--- config.mk ---
export PLATFORM = sky130hd
export DESIGN_NAME = demux_route
export DESIGN_NICKNAME = d
export VERILOG_FILES = /design/src/rtl/demux_route.sv
export SDC_FILE = /design/constraint.sdc
export NUM_CORES = 1
export LEC_CHECK = 0
export CORE_MARGIN = 1.5
export CORE_UTILIZATION = 36
export DETAILED_ROUTE_END_ITERATION = 10
export GPL_ROUTABILITY_DRIVEN = 0
export PLACE_DENSITY = 0.66
export SKIP_CTS_REPAIR_TIMING = 1
export SLEW_MARGIN = 20
export SYNTH_ARGS = -nofsm -noshare
export SYNTH_HDL_FRONTEND = slang
export SYNTH_SLANG_ARGS = --single-unit
--- constraint.sdc ---
create_clock -name clk -period 6.1 [get_ports clk]
set_input_delay 1.83 -clock clk [delete_from_list [all_inputs] [get_ports clk]]
set_output_delay 1.83 -clock clk [all_outputs]
set_load 0.01 [all_outputs]
--- src/rtl/demux_route.sv ---
// Registered 1:32 demux: one 2-bit word per accepted transfer lands in a
// per-channel holding register, drained by that channel's ack.
module demux_route #(
  parameter int DW    = 2,
  parameter int SEL_W = 5,
  localparam int NCH  = 2**SEL_W
) (
  input  logic              clk,
  input  logic              rst_n,
  input  logic              in_valid,
  output logic              in_ready,
  input  logic [SEL_W-1:0]  in_sel,
  input  logic [DW-1:0]     in_data,
  output logic [NCH*DW-1:0] out_data,
  output logic [NCH-1:0]    out_valid,
  input  logic [NCH-1:0]    out_ack,
  output logic [SEL_W:0]    occ
);

  logic             accept;
  logic [NCH-1:0]   hit;
  logic [NCH-1:0]   valid_nx;
  logic [SEL_W:0]   occ_nx;

  // A full lane can still take a word if its consumer drains it this cycle.
  assign in_ready = !out_valid[in_sel] | out_ack[in_sel];
  assign accept   = in_valid & in_ready;

  always_comb begin
    hit      = '0;
    valid_nx = '0;
    occ_nx   = '0;
    for (int i = 0; i < NCH; i++) begin
      hit[i]      = accept && (in_sel == SEL_W'(i));
      valid_nx[i] = hit[i] | (out_valid[i] & ~out_ack[i]);
      occ_nx      = occ_nx + {{SEL_W{1'b0}}, valid_nx[i]};
    end
  end

  always_ff @(posedge clk or negedge rst_n) begin
    if (!rst_n) begin
      out_valid <= '0;
      out_data  <= '0;
      occ       <= '0;
    end else begin
      out_valid <= valid_nx;
      occ       <= occ_nx;
      for (int i = 0; i < NCH; i++) begin
        if (hit[i]) out_data[DW*i +: DW] <= in_data;
      end
    end
  end

endmodule
==> summary.md <==
| Metric | Value |
|---|---|
| Status | complete, but fails checks |
| Failing checks | negative setup slack |
| Max Cap Viol | 0 |
| Die area | between 15,000 and 20,000 µm² |
| Clock sink total | around 100 |
| Hold Path End | out_data[30] |
| Sequential Area | 2550 µm² |
| Startpoint types | input pin |
| Least-Margin Pin Slew | about 800 ps |
| DR vias/cell | approximately 4.9 |
| Final core utilization | 0.577 |
| CP Class | in2reg |
| Combinational group share of total power | 0.282 |
| Hold depth | 1 |
| Syn Inst Count | roughly 430 |
| Post-synthesis cell type count | 33 |
| RSZ-0062 raised after global routing | yes |
| Worst Hold Class | reg2reg |
| Routed WL | 17,300 µm |
| Final setup skew | ~12 ps |
| CP top delay family | adder cells |
| Most used cell, CP | fa_1 |
| Fin nets | between 700 and 800 |
| Synthesized Nets | 500 |
| PortBufs | 144 |
| Starting density of the core | 0.366 |
| GRT Util Overall | 0.200 |
| Die W | around 130 µm |
| Synth area leader | dfrtp_1 |
| FFs w/ async S/R, synth | 1.00 |
| Diodes inserted | 0 |
| RR Startpoint | out_valid[18] |
| Cts bufs inserted | 9 |
| Fin cells | a little over 900 |
| Yosys warning total | 0 |
| Pre-CTS setup slack | -2020 ps |
| Placed cells | 867 |
| DR vias | 4,453 |
| Slew Viols, Final | 0 |
| CP peak stage delay | 560 ps |
| Initial antenna violation count | 0 |
| Layout cells sized above 1 | 0.355 |
| Req. time, crit path | 6340 ps |
| Wire length per cell | between 15 and 20 µm |
| Internal Power | between 1000 and 1500 µW |
| Initial DRT Pass Iterations | 4 |
| Worst hold path startpoint | out_data[30] |
| TritonCTS clock tree | built |
| RR Endpoint | occ[4] |
| Final Cycle Share | 1.20 |
| Critical path buffers and inverters | 8 |
| CTS Root Cell | clkbuf_16 |
| I/O pin total | about 150 |
| Lkg Pwr | between 0.004 and 0.005 µW |
| Clock share of power | 0.309 |
| Final setup viols | 6 |
| Worst skew pair latency | roughly 350 ps |
| Synth Flop Type | dfrtp_1 |
| CP arrival | around 7500 ps |
| Area Growth Syn to Fin | 57.4% |
| Switching share of power | 0.269 |
| Final hold violation count | 0 |
| Crit Path Max Fanout | 5 |
| Residual DRC | 0 |
| Number of synthesized flops with an enable pin | 0 |
| Share of the synthesized area in the top cell type | 0.442 |
| Register-to-Register Path Depth | 22 |
| DRT iter0 DRCs | 211 |
| Power density cells | 223 nW/µm² |
| DP Wirelength | roughly 13,000 µm |
| Final ANT Viol Nets | 0 |
| Seq/Total Area, Yosys | 0.442 |
| Synth Cell Area | 5780 µm² |
| FP Rows | 46 |
| First-pass GRT wire length | 25,000 µm |
| Number of global-route vias before repair | around 4.5k |
| Core area | 15,800 µm² |
| Total gr overflow | 0 |
| Crit-path slowest cell | fa_1 |
| FMAX | roughly 0.14 GHz |
| R2R Setup Slk | 220 ps |
| Htree depth | 3 |
| Die height | between 100 and 150 µm |
| Tmin final | between 7000 and 8000 ps |
| Maximum number of pins on one net before global-route repair | 60 |
| Largest cells by area after synthesis | dfrtp_1, mux2_1, fa_1, nand4_4, mux4_2 |
| Number of fill cells in the layout | approximately 1.3k |
| Hold Worst Slack | 492 ps |
| CTS clock-pin slew for the worst setup and hold paths | about 70 ps |
| Synth Register Bits | 102 |
| Avg Inst Size Synth | 13.5 µm² |
| CP Capture Type | register |
| Max Root-Sink Buffers | 2 |
| Max_slew headroom | 0.476 |
| Sequential power share | 0.409 |
| Maximum vdd drop | 0.147 mV |
| Area of the multi-input gates | 3100 µm² |
| Crit path setup slack, layout | -1200 ps |
| Most frequent cells in the layout | clkdlybuf4s50_1, buf_4, dfrtp_1 |
| Sw power | around 550 µW |
| Most common cell after layout, fill and taps aside | clkdlybuf4s50_1 |
-- state kept, by name, summed over array words and instances, names as in the netlist --
| signal | count |
|---|---|
| occ | 6 |
| out_data | 64 |
| out_valid | 32 |
-- cells in the mapped netlist, drive strengths merged, types with 3 or more instances --
master,n
a21oi,4
a22oi,6
buf,14
clkbuf,7
dfrtp,102
fa,24
ha,7
inv,50
mux2,64
mux2i,16
mux4,10
nand2,4
nand2b,3
nand3,4
nand4,32
nor2,8
nor2b,6
o21a,22
o21ai,34
xnor2,3
-- layer usage --
layer / global-route usage / wire length (µm)
met1: 0.270 / 7540
met2: 0.310 / 8080
met3: 0.0529 / 1130
met4: 0.0784 / 508
met5: 0 / 0
-- per-stage QoR --
stage               TNS [ps]  instance area, µm²  power, µW
floorplan              -5940                5920       1060
global placement      -11190                8260       1380
detailed placement    -11610                8260       1400
CTS                    -9470                8580       2030
global route           -7160                9090       2120
finish                 -6170                9090       2030
-- power by group through the flow --
stage	Clock, µW	Combinational (µW)	Sequential (µW)
2_1_floorplan	0	178	885
3_3_place_gp	0	545	839
4_1_cts	642	557	832
3_5_place_dp	0	554	844
5_1_grt	664	614	843
6_report	628	573	830
-- final cells by class --
cell class	instances	area share
multi-input cells	255	0.341
repair buffers	273	0.292
flip-flops and latches	102	0.281
well taps	216	0.0297
clock buffers	11	0.0267
inverters	50	0.0206
clock inverters	5	0.00908
-- cell families after synthesis --
| family | Yosys count | share of synthesized area |
|---|---|---|
| xor+xnor | 3 | 0.00455 |
| flops | 102 | 0.442 |
| buf+inv | 71 | 0.0611 |
| simple gates | 62 | 0.121 |
| fa+ha+maj | 31 | 0.0983 |
| compound gates | 68 | 0.0758 |
| mux | 90 | 0.198 |
-- worst max path at each step --
stage                         start      to  depth (start not counted)
after global routing      in_sel[1]  occ[5]                         26
after global placement    in_sel[1]  occ[4]                         23
after detailed placement  in_sel[1]  occ[5]                         23
final                     in_sel[1]  occ[4]                         25
after CTS                 in_sel[1]  occ[5]                         23
after floorplan           in_sel[1]  occ[5]                         23
No activity file was read; power rests on OpenSTA's default activity.
